[config.mk]
export PLATFORM = sky130hd
export DESIGN_NAME = result_packer
export DESIGN_NICKNAME = d
export VERILOG_FILES = /design/src/rtl/result_packer.sv
export SDC_FILE = /design/constraint.sdc
export NUM_CORES = 1
export LEC_CHECK = 0
export CAP_MARGIN = 15
export CORE_MARGIN = 3
export CORE_UTILIZATION = 40
export CTS_CLUSTER_SIZE = 12
export DETAILED_ROUTE_END_ITERATION = 10
export HOLD_SLACK_MARGIN = 0.08
export SYNTH_ARGS = -nofsm -noshare
export SYNTH_HDL_FRONTEND = slang
export SYNTH_SLANG_ARGS = --single-unit
[constraint.sdc]
create_clock -name clk -period 4.8 [get_ports clk]
set_clock_uncertainty 0.2 [all_clocks]
set_input_delay 0.48 -clock clk [delete_from_list [all_inputs] [get_ports clk]]
set_output_delay 0.48 -clock clk [all_outputs]
set_load 0.005 [all_outputs]
[src/rtl/result_packer.sv]
// result_packer
//   Write-back stage after the edge-detection accelerator. Packs four 8-bit
//   result pixels into one 32-bit word (first pixel in [7:0]) and writes the
//   words through a granted memory port starting at BASE_ADDR. One pack
//   register and one hold register absorb memory back-pressure. done marks a
//   fully written frame and is held until the next accepted start.
//
//   Ports:
//     clk        system clock, rising edge
//     rst        asynchronous active-low reset
//     start      one-cycle frame start pulse (honoured in IDLE and DONE)
//     pix_in     result pixel
//     pix_valid  pix_in valid this cycle
//     pix_ready  pixel accepted on this edge when pix_valid is also high
//     mem_en     write request (hold register valid)
//     mem_we     write enable, always equal to mem_en
//     mem_addr   word address, BASE_ADDR + write index
//     mem_di     write data
//     mem_grant  port granted; a write completes on mem_en && mem_grant
//     done       frame fully written
module result_packer #(
  parameter int WIDTH      = 352,
  parameter int HEIGHT     = 288,
  parameter int ADDR_WIDTH = 16,
  parameter int BASE_ADDR  = WIDTH * HEIGHT / 4
) (
  input  logic                  clk,
  input  logic                  rst,
  input  logic                  start,
  input  logic [7:0]            pix_in,
  input  logic                  pix_valid,
  output logic                  pix_ready,
  output logic                  mem_en,
  output logic                  mem_we,
  output logic [ADDR_WIDTH-1:0] mem_addr,
  output logic [31:0]           mem_di,
  input  logic                  mem_grant,
  output logic                  done
);

  localparam int NPIX  = WIDTH * HEIGHT;
  localparam int NWORD = NPIX / 4;
  localparam int PIX_W = $clog2(NPIX);

  localparam logic [PIX_W-1:0]      LAST_PIX  = PIX_W'(NPIX - 1);
  localparam logic [ADDR_WIDTH-1:0] LAST_WORD = ADDR_WIDTH'(NWORD - 1);
  localparam logic [ADDR_WIDTH-1:0] BASE      = ADDR_WIDTH'(BASE_ADDR);

  localparam logic [1:0] IDLE  = 2'd0;
  localparam logic [1:0] RUN   = 2'd1;
  localparam logic [1:0] DRAIN = 2'd2;
  localparam logic [1:0] DONE  = 2'd3;

  logic [1:0]            state;
  logic [2:0]            pack_cnt;
  logic [31:0]           pack_data;
  logic                  hold_valid;
  logic [31:0]           hold_data;
  logic [ADDR_WIDTH-1:0] wr_idx;
  logic [PIX_W-1:0]      pix_cnt;

  logic        accept;
  logic        wr_done;
  logic        hold_free;
  logic        start_frame;
  logic        pack_to_hold;
  logic        byte_to_hold;
  logic [31:0] word_in;

  always_comb begin
    pix_ready    = (state == RUN) && (pack_cnt != 3'd4);
    accept       = pix_valid && pix_ready;
    wr_done      = hold_valid && mem_grant;
    // Hold can take a new word if it is empty or its write retires this edge.
    hold_free    = !hold_valid || mem_grant;
    start_frame  = start && ((state == IDLE) || (state == DONE));
    word_in      = {pix_in, pack_data[23:0]};
    pack_to_hold = (pack_cnt == 3'd4) && hold_free;
    byte_to_hold = accept && (pack_cnt == 3'd3) && hold_free;
    mem_en       = hold_valid;
    mem_we       = hold_valid;
    mem_di       = hold_data;
    mem_addr     = BASE + wr_idx;
  end

  always_ff @(posedge clk or negedge rst) begin
    if (!rst) begin
      state <= IDLE;
      done  <= 1'b0;
    end else begin
      case (state)
        IDLE, DONE: begin
          if (start) begin
            state <= RUN;
            done  <= 1'b0;
          end
        end
        RUN: begin
          if (accept && (pix_cnt == LAST_PIX)) state <= DRAIN;
        end
        DRAIN: begin
          if (wr_done && (wr_idx == LAST_WORD)) begin
            state <= DONE;
            done  <= 1'b1;
          end
        end
        default: state <= IDLE;
      endcase
    end
  end

  always_ff @(posedge clk or negedge rst) begin
    if (!rst) begin
      pack_cnt   <= '0;
      pack_data  <= '0;
      hold_valid <= 1'b0;
      hold_data  <= '0;
      wr_idx     <= '0;
      pix_cnt    <= '0;
    end else if (start_frame) begin
      pack_cnt   <= '0;
      pack_data  <= '0;
      hold_valid <= 1'b0;
      hold_data  <= '0;
      wr_idx     <= '0;
      pix_cnt    <= '0;
    end else begin
      if (accept) pix_cnt <= pix_cnt + 1'b1;
      if (wr_done) wr_idx <= wr_idx + 1'b1;

      // A retiring write and a new load on the same edge keep hold valid.
      if (pack_to_hold) begin
        hold_data  <= pack_data;
        hold_valid <= 1'b1;
      end else if (byte_to_hold) begin
        hold_data  <= word_in;
        hold_valid <= 1'b1;
      end else if (wr_done) begin
        hold_valid <= 1'b0;
      end

      // pack_cnt==4 blocks accept, so the two branches never overlap.
      if (pack_to_hold) begin
        pack_cnt <= '0;
      end else if (accept) begin
        if (pack_cnt == 3'd3) begin
          if (hold_free) begin
            pack_cnt <= '0;
          end else begin
            pack_cnt  <= 3'd4;
            pack_data <= word_in;
          end
        end else begin
          pack_data[{pack_cnt[1:0], 3'b000} +: 8] <= pix_in;
          pack_cnt <= pack_cnt + 1'b1;
        end
      end
    end
  end

endmodule

; Word-level counts from Yosys, hierarchy flattened
; Cells that the tools add are included.
[word_totals]
reg_bits = 104
output_inout_bits = 52
elab_cells = 83
[op_classes]
addsub = 5
n_eq_ne = 14
shift = 2
n_mux = 29
n_reduce_logical = 24
[op_table]
columns = op, count
row1 = 32-bit 2-to-1 mux, 8
row2 = 17-bit 2-to-1 mux, 2
row3 = 32-bit bitwise mux, 1
row4 = 16-bit 2-to-1 mux, 2
row5 = 8-bit by 7-bit variable shift with 32-bit output (first input constant), 1
row6 = 8-bit by 7-bit indexed part select with 32-bit output, 1
row7 = 17-bit by 1-bit adder with 17-bit output (second input constant), 1
row8 = 17-bit == test (second input constant), 1
row9 = 15-bit by 16-bit adder with 16-bit output (first input constant), 1
row10 = 16-bit by 1-bit adder with 16-bit output (second input constant), 1
row11 = 16-bit by 15-bit == test with 1-bit output (second input constant), 1
row12 = 3-bit 2-to-1 mux, 5
row13 = 3-bit AND reduction, 4
row14 = 1-bit logical AND, 9
row15 = 2-bit != test (second input constant), 4
row16 = 5-bit negation with 7-bit output, 1
row17 = 1-bit 2-to-1 mux, 6
row18 = 2-bit 2-to-1 mux, 3
row19 = 3-bit != test (second input constant), 2
row20 = 2-bit one-hot mux with 3 select lines, 1
row21 = 2-bit nonzero test, 3
row22 = 3-bit nonzero test, 2
row23 = 2-bit == test (second input constant), 2
row24 = 4-bit nonzero test, 1
row25 = 10 further kinds, 11

; Logic depth before layout (Yosys ltp)
; Gate-level depths: netlist of the first run.
[logic_depth]
depth_word = 8
ltp_mapped = 9
depth_no_buf = 7

; Least setup slack after synthesis of the first run
; OpenSTA, ideal clock, no wires.
[synth_path]
path_type = reg-to-reg
start = register pack_cnt[0]
end = register state[1]
setup_ns = 0.079
t_arrival_ns = 1.947
path_slack_ns = 2.574
path_stages_with_launch = 9
n_path_buf = 1
period_less_slack_ns = 2.226
cell_sequence = dfrtp_1 > inv_1 > ha_1 > and2_1 > buf_6 > nor3_4 > nand4_1 > a21oi_1 > mux2i_1
[synth_via]
elab_chain_len = 6
[synth_rtl]
columns = item, line
row1 = from (decl), 55  ; logic [2:0] pack_cnt;
row2 = from (signal assigned), 155  ; pack_cnt <= pack_cnt + 1'b1;
row3 = 3-bit != test, 71  ; pix_ready = (state == RUN) && (pack_cnt != 3'd4);
row4 = 1-bit logical AND, 71
row5 = 1-bit logical AND, 72  ; accept = pix_valid && pix_ready;
row6 = 1-bit logical AND, 99  ; if (accept && (pix_cnt == LAST_PIX)) state <= DRAIN;
row7 = 2-bit by 1-bit != test with 1-bit output (no line), --
row8 = 3-bit AND reduction (no line), --
row9 = to (signal assigned), 99
row10 = to (signal assigned), 103  ; state <= DONE;
row11 = to (signal assigned), 107  ; default: state <= IDLE;
row12 = to (decl), 54  ; logic [1:0] state;
; No other way between the ends.
; A chain may end at the register's enable or synchronous reset.

; Final worst setup path of the first run
[layout_path]
start = register pack_cnt[0]
end = output pix_ready
[layout_via]
elab_chain_len = 2
[layout_rtl]
columns = item, line
row1 = 3-bit != test, 71
row2 = 1-bit logical AND, 71
row3 = to (decl), 32  ; output logic pix_ready,
; No other way between the ends.

==> results of run 1 <==
==> state kept, by name, indices dropped and copies added (netlist names) <==
register / count
mem_di: 32
pack_data: 32
pix_cnt: 17
wr_idx: 16
pack_cnt: 3
state: 2
done: 1
mem_en: 1
==> synthesized netlist by cell type, types with 2 or more instances <==
library cell / instances / area share [%]
clkbuf_1: 3 / 0.23
nand2_1: 43 / 3.3
a31oi_1: 3 / 0.39
nand4_1: 10 / 1.3
xor2_1: 20 / 3.6
mux2i_1: 10 / 2.1
nor3_4: 2 / 0.67
a22o_1: 48 / 8.6
and3_1: 9 / 1.2
a21oi_1: 9 / 0.93
o31ai_1: 8 / 1.2
xnor2_1: 16 / 2.9
buf_2: 13 / 1.3
ha_1: 13 / 3.3
buf_4: 12 / 1.9
nor3_1: 9 / 0.93
o21ai_1: 3 / 0.31
and2_1: 4 / 0.51
o21ai_0: 10 / 1.0
nand2b_1: 2 / 0.26
nand3_1: 16 / 1.6
nor3_2: 3 / 0.62
dfrtp_1: 104 / 53
a21oi_2: 2 / 0.36
nor2_1: 39 / 3.0
inv_1: 11 / 0.85
==> metal layers <==
| metal | vias up | global-route usage, % |
|---|---|---|
| li1 | 1643 | - |
| met1 | 1642 | 23.92 |
| met2 | 73 | 24.14 |
| met3 | 9 | 2.176 |
| met4 | 0 | 6.265 |
| met5 | - | 0 |
==> repair_timing <==
item,in CTS,in global routing
hold buffers,1,0
setup endpoints to repair,0,0
endpoints found under the hold margin,64,0
==> layout by cell type (no fill, tap or decap), types with 2 or more instances in the layout <==
| cell type | n |
|---|---|
| a21oi_1 | 8 |
| a21oi_2 | 3 |
| a22o_1 | 48 |
| a31oi_1 | 3 |
| and2_1 | 4 |
| and3_1 | 9 |
| buf_4 | 4 |
| clkbuf_16 | 9 |
| clkdlybuf4s50_1 | 63 |
| clkinv_4 | 3 |
| dfrtp_1 | 104 |
| ha_1 | 13 |
| inv_1 | 11 |
| inv_6 | 2 |
| mux2i_1 | 10 |
| nand2_1 | 43 |
| nand2b_1 | 2 |
| nand3_1 | 16 |
| nand4_1 | 10 |
| nor2_1 | 39 |
| nor3_1 | 9 |
| nor3_2 | 3 |
| nor3_4 | 2 |
| o21ai_0 | 10 |
| o21ai_1 | 3 |
| o31ai_1 | 8 |
| xnor2_1 | 16 |
| xor2_1 | 20 |
==> worst min-delay path by stage <==
stage                                      start                endpoint  slack, ns
after floorplan                              rst        done$_DFFE_PN0P_      -0.02
after CTS                 mem_di[24]$_DFFE_PN0P_  mem_di[24]$_DFFE_PN0P_       0.29
after global placement    mem_di[31]$_DFFE_PN0P_  mem_di[31]$_DFFE_PN0P_       0.26
after detailed placement  mem_di[27]$_DFFE_PN0P_  mem_di[27]$_DFFE_PN0P_       0.27
after global routing      mem_di[28]$_DFFE_PN0P_  mem_di[28]$_DFFE_PN0P_       0.30
final                     mem_di[27]$_DFFE_PN0P_  mem_di[27]$_DFFE_PN0P_       0.28
==> worst max-delay path, stage by stage (launching register included) <==
cell	delay (ns)
dfrtp_1	0.52
inv_1	0.18
ha_1	0.28
nand2_1	0.16
and2_1	0.16
clkdlybuf4s50_1	0.51
==> power groups by stage <==
stage	registers [mW]	clock network [mW]	logic [mW]
after floorplan	0.904	0	0.0142
after global placement	0.904	0	0.0621
after detailed placement	0.904	0	0.0625
after CTS	0.887	0.706	0.0632
after global routing	0.888	0.743	0.0680
final	0.887	0.687	0.0607
==> cells by family after synthesis <==
group,after synthesis,share of synthesized area (%)
xor+xnor,36,6.476
mux,11,2.287
flops,104,53.46
buf+inv,40,4.498
simple gates,150,16.55
compound gates,86,13.39
fa+ha+maj,13,3.341
==> per-stage QoR <==
| step | area, um^2 | worst slack, ns | total power [mW] |
|---|---|---|---|
| final | 5824 | 1.980 | 1.635 |
| after global routing | 5824 | 1.829 | 1.698 |
| after CTS | 5824 | 1.956 | 1.657 |
| after detailed placement | 5534 | 2.000 | 0.9668 |
| after global placement | 5534 | 2.048 | 0.9662 |
| after floorplan | 4868 | 2.574 | 0.9181 |
==> area by class of cell <==
class / count / share of cell area [%]
clock buffers: 10 / 3.931
multi-input cells: 296 / 35.21
repair buffers: 68 / 11.51
flip-flops and latches: 104 / 44.68
inverters: 11 / 0.7089
clock inverters: 6 / 0.8808
well taps: 143 / 3.072
==> results.json, run 1 <==
{
  "relSlewSlack_pct": 35.45,
  "port_buffers": 64,
  "maxCapViolations": 0,
  "dp.cells": 621,
  "dieWidth_um": 116.3,
  "status": "completed",
  "via_per_inst": 5.277,
  "maxSlewViolCount": 0,
  "avgSynthCellArea_um2": 11.06,
  "min_period_over_period_pct": 58.76,
  "grt_max_degree": 66,
  "worst-slew-pin-transition_ns": 0.9682,
  "pwr-share-clk_pct": 42.0,
  "crit_required_ns": 4.12,
  "arrival_ns": 2.14,
  "antenna_found_initial": 0,
  "ys_ff_latch": 104,
  "met1Wirelength_um": 4843,
  "diodes": 0,
  "clkLatencyLatePin_ns": 0.34,
  "syn-cell-area_um2": 4868,
  "die-area_um2": 13530,
  "hold_viol_final": 0,
  "rsz0062_at_grt": "false",
  "fillCellCount": 1048,
  "avgRoutedWirePerCell_um": 16.10,
  "vias": 3367,
  "gp_congestion": 0.7910,
  "syn_inst": 440,
  "pwr-share-seq_pct": 54.3,
  "whs_ns": 0.2758,
  "die_h_um": 116.3,
  "dp_hpwl_um": 7159,
  "cts-root-buf": "clkbuf_16",
  "critPathLaunchType": "flip-flop",
  "crit_start": "pack_cnt[0]$_DFFE_PN0P_",
  "utilization_pct": 49.94,
  "dr.pass1.iters": 4,
  "syn-num-nets": 466,
  "path_class": "flip-flop to output pin",
  "grt_pass1_vias": 3237,
  "final_nets": 516,
  "hold_depth": 2,
  "p_comb_share_pct": 3.7,
  "cts_tree": "done",
  "grt_pass1_wl_um": 17270,
  "grtUsageTotal_pct": 16.16,
  "synthArstFlopShare_pct": 100.0,
  "met3_length_um": 414,
  "ff2ff_path_depth": 6,
  "yosysUniqueCellTypes": 44,
  "vdd_drop_max_mv": 0.1952,
  "synth-edff-count": 0,
  "htree_levels": 3,
  "drive_above_1_share_pct": 7.071,
  "regToRegSetupSlack_ns": 2.09,
  "switching_power_uw": 369.0,
  "regArea_um2": 2603,
  "synth-main-ff-cell": "dfrtp_1",
  "cts_resized": 0,
  "p_leak_nw": 2.618,
  "start_util_pct": 41.74,
  "drt-total-wl_um": 10270,
  "setup.worst_path.end": "pix_ready",
  "rows": 39,
  "p_sw_share_pct": 22.57,
  "cts_sinks": 104,
  "rr_startpoint": "pack_cnt[0]$_DFFE_PN0P_",
  "post-cts-setup-buffer-count": 0,
  "path_max_fanout": 7,
  "met2WireLength_um": 4848,
  "timing.fmax_mhz": 354.6,
  "endpoint_kind": "output pin",
  "drcViolationCount": 0,
  "hold_class": "flip-flop to flip-flop",
  "clkSlewWorstSetupHoldPaths_ns": 0.07,
  "cts_buffers": 9,
  "antenna_left": 0,
  "multi_input_area_um2": 2051,
  "drt_iter0_drc": 173,
  "setup-tns-final_ns": 0,
  "io_pins": 65,
  "ys.warnings.count": 0,
  "clock_path_buffers": 2,
  "core_um2": 11660,
  "yosysSeqAreaShare_pct": 53.46,
  "area.growth.synth_to_final_pct": 19.64,
  "internal_power_mw": 1.266,
  "fin_crit_ns": 2.820,
  "top_layer": "met4",
  "r2r-end": "mem_di[30]$_DFFE_PN0P_",
  "overflow": 0,
  "fin_cells": 638,
  "setup_viol": 0,
  "power_density_nw_per_um2": 280.7
}
No activity file was read; power rests on OpenSTA's default activity.
==> run 2: changes to the inputs <==
==> constraint.sdc (replaced) <==
create_clock -name clk -period 2.5 [get_ports clk]
set_clock_uncertainty 0.2 [all_clocks]
set_input_delay 0.25 -clock clk [delete_from_list [all_inputs] [get_ports clk]]
set_output_delay 0.25 -clock clk [all_outputs]
set_load 0.005 [all_outputs]
==> run 2 against run 1 <==
Core utilization grew 1.0 points. Register-to-register slack got worse by 1.9 ns. Hold slack worse by 0.022 ns. Wire length is 2.7% higher. Critical path type unchanged. Largest cell class unchanged.
==> results.json, run 2 (synthesis results as in run 1) <==
{
  "slowest_delay_ns": 0.51,
  "utilization_pct": 50.95,
  "arrival_ns": 1.91,
  "dr.pass1.iters": 6,
  "hold_viol_final": 0,
  "path_cells": "inv_2, ha_2, nor2_1, nor2_1, xor2_1, clkdlybuf4s50_1",
  "port_buffers": 64,
  "fin_area_um2": 5942,
  "die_h_um": 116.3,
  "dieWidth_um": 116.3,
  "setup.worst_path.end": "mem_addr[14]",
  "hold_class": "input port to async pin",
  "place_area_um2": 5614,
  "setup_viol": 0,
  "antenna_found_initial": 0,
  "overflow": 0,
  "dp_hpwl_um": 7418,
  "final_nets": 526,
  "status": "completed",
  "start_util_pct": 41.74,
  "rows": 39,
  "timing.fmax_mhz": 422.9,
  "avgRoutedWirePerCell_um": 16.27,
  "die-area_um2": 13530,
  "p_total_mw": 3.184,
  "dp.cells": 630,
  "r2r-end": "mem_di[24]$_DFFE_PN0P_",
  "path_common_cell": "nor2_1",
  "rsz0062_at_grt": "false",
  "cp_num_buf_inv": 2,
  "clkSlewWorstSetupHoldPaths_ns": 0.07,
  "vdd_drop_max_mv": 0.3076,
  "htree_levels": 3,
  "multi_input_area_um2": 2068,
  "postLayoutSetupSlackWorst_ns": 0.1354,
  "area.growth.synth_to_final_pct": 22.05,
  "min_period_over_period_pct": 94.58,
  "grtUsageTotal_pct": 16.46,
  "clock_path_buffers": 2,
  "worst_path_max_delay_cell": "clkdlybuf4s50_1",
  "fin_cells": 648,
  "crit_required_ns": 2.05,
  "io_pins": 65,
  "diodes": 0,
  "cts_sinks": 104,
  "via_per_inst": 5.264,
  "regArea_um2": 2606,
  "cts_tree": "done",
  "crit_cells": 6,
  "critPathLaunchType": "flip-flop",
  "layout_commonest_cell": "dfrtp_1",
  "vias": 3411,
  "crit_family": "buffers and inverters",
  "p_leak_nw": 2.679,
  "power_density_nw_per_um2": 535.9,
  "fin_crit_ns": 2.365,
  "cts_buffers": 9,
  "relSlewSlack_pct": 57.76,
  "antenna_left": 0,
  "drive_above_1_share_pct": 10.69,
  "endpoint_kind": "output pin",
  "drcViolationCount": 0,
  "core_um2": 11660,
  "drt-total-wl_um": 10540,
  "rr_startpoint": "pack_cnt[0]$_DFFE_PN0P_",
  "gp_congestion": 0.8082,
  "worst-slew-pin-transition_ns": 0.6336,
  "grt_pass1_wl_um": 17720,
  "crit_start": "wr_idx[9]$_DFFE_PN0P_",
  "path_class": "flip-flop to output pin",
  "path_max_fanout": 5,
  "fillCellCount": 1078,
  "regToRegSetupSlack_ns": 0.18,
  "grt_max_degree": 48,
  "setup-tns-final_ns": 0,
  "final_cell_mix": "101 x dfrtp_1, 63 x clkdlybuf4s50_1, 48 x a22o_1",
  "whs_ns": 0.2540,
  "clkLatencyLatePin_ns": 0.34,
  "maxSlewViolCount": 0,
  "drt_iter0_drc": 215,
  "dpl_worst_slack_ns": 0.1150,
  "grt_pass1_vias": 3479,
  "ff2ff_path_depth": 7,
  "maxCapViolations": 0,
  "cts-root-buf": "clkbuf_16"
}
[run 2: what timing repair did]
action                     in CTS  in global routing
setup endpoints to repair       0                 28
hold buffers                    1                  0
gates resized for setup         0                  9
setup buffers                   0                  1
hold endpoints to repair       45                  0
[run 2: cell type report]
| type | count | area share [%] |
|---|---|---|
| inverter | 11 | 0.6949 |
| tap | 143 | 3.011 |
| multi-input combinational | 296 | 34.81 |
| clock buffer | 10 | 4.022 |
| clock inverter | 6 | 0.8423 |
| timing repair buffer | 78 | 12.76 |
| sequential | 104 | 43.86 |
[run 2: layer usage]
| layer | GRT usage, % | vias up | wire [um] |
|---|---|---|---|
| li1 | - | 1661 | - |
| met3 | 1.813 | 12 | 259 |
| met5 | 0 | - | 0 |
| met1 | 23.41 | 1688 | 5107 |
| met2 | 26.28 | 50 | 4991 |
| met4 | 5.723 | 0 | 186 |
[run 2: how the worst min path moves through the flow]
stage / slack [ns] / depth (start not counted) / start / to
2_1_floorplan: -0.25 / 0 / rst / done$_DFFE_PN0P_
3_3_place_gp: 0.10 / 1 / rst / pix_cnt[10]$_DFFE_PN0N_
3_5_place_dp: 0.11 / 1 / rst / pix_cnt[10]$_DFFE_PN0N_
4_1_cts: 0.29 / 2 / rst / pix_cnt[10]$_DFFE_PN0N_
5_1_grt: 0.31 / 2 / mem_di[29]$_DFFE_PN0P_ / mem_di[29]$_DFFE_PN0P_
6_report: 0.25 / 2 / rst / pix_cnt[10]$_DFFE_PN0N_
[run 2: power by group]
| part | internal (mW) | total, mW | switching, mW |
|---|---|---|---|
| Clock | 0.717 | 1.36 | 0.642 |
| Sequential | 1.69 | 1.70 | 0.0102 |
| Combinational | 0.0519 | 0.122 | 0.0697 |
| Total | 2.46 | 3.18 | 0.722 |
==> run 3: changes to the inputs <==
--- a/config.mk
+++ b/config.mk
@@ -5,12 +5,14 @@
 export SDC_FILE = /design/constraint.sdc
 export NUM_CORES = 1
 export LEC_CHECK = 0
+export ABC_CLOCK_PERIOD_IN_PS = 2500
 export CAP_MARGIN = 15
 export CORE_MARGIN = 3
 export CORE_UTILIZATION = 40
 export CTS_CLUSTER_SIZE = 12
 export DETAILED_ROUTE_END_ITERATION = 10
 export HOLD_SLACK_MARGIN = 0.08
+export SLEW_MARGIN = 20
 export SYNTH_ARGS = -nofsm -noshare
 export SYNTH_HDL_FRONTEND = slang
 export SYNTH_SLANG_ARGS = --single-unit
==> results of run 3 <==
No change in the layout: final DEF, timing and power equal those of run 2.
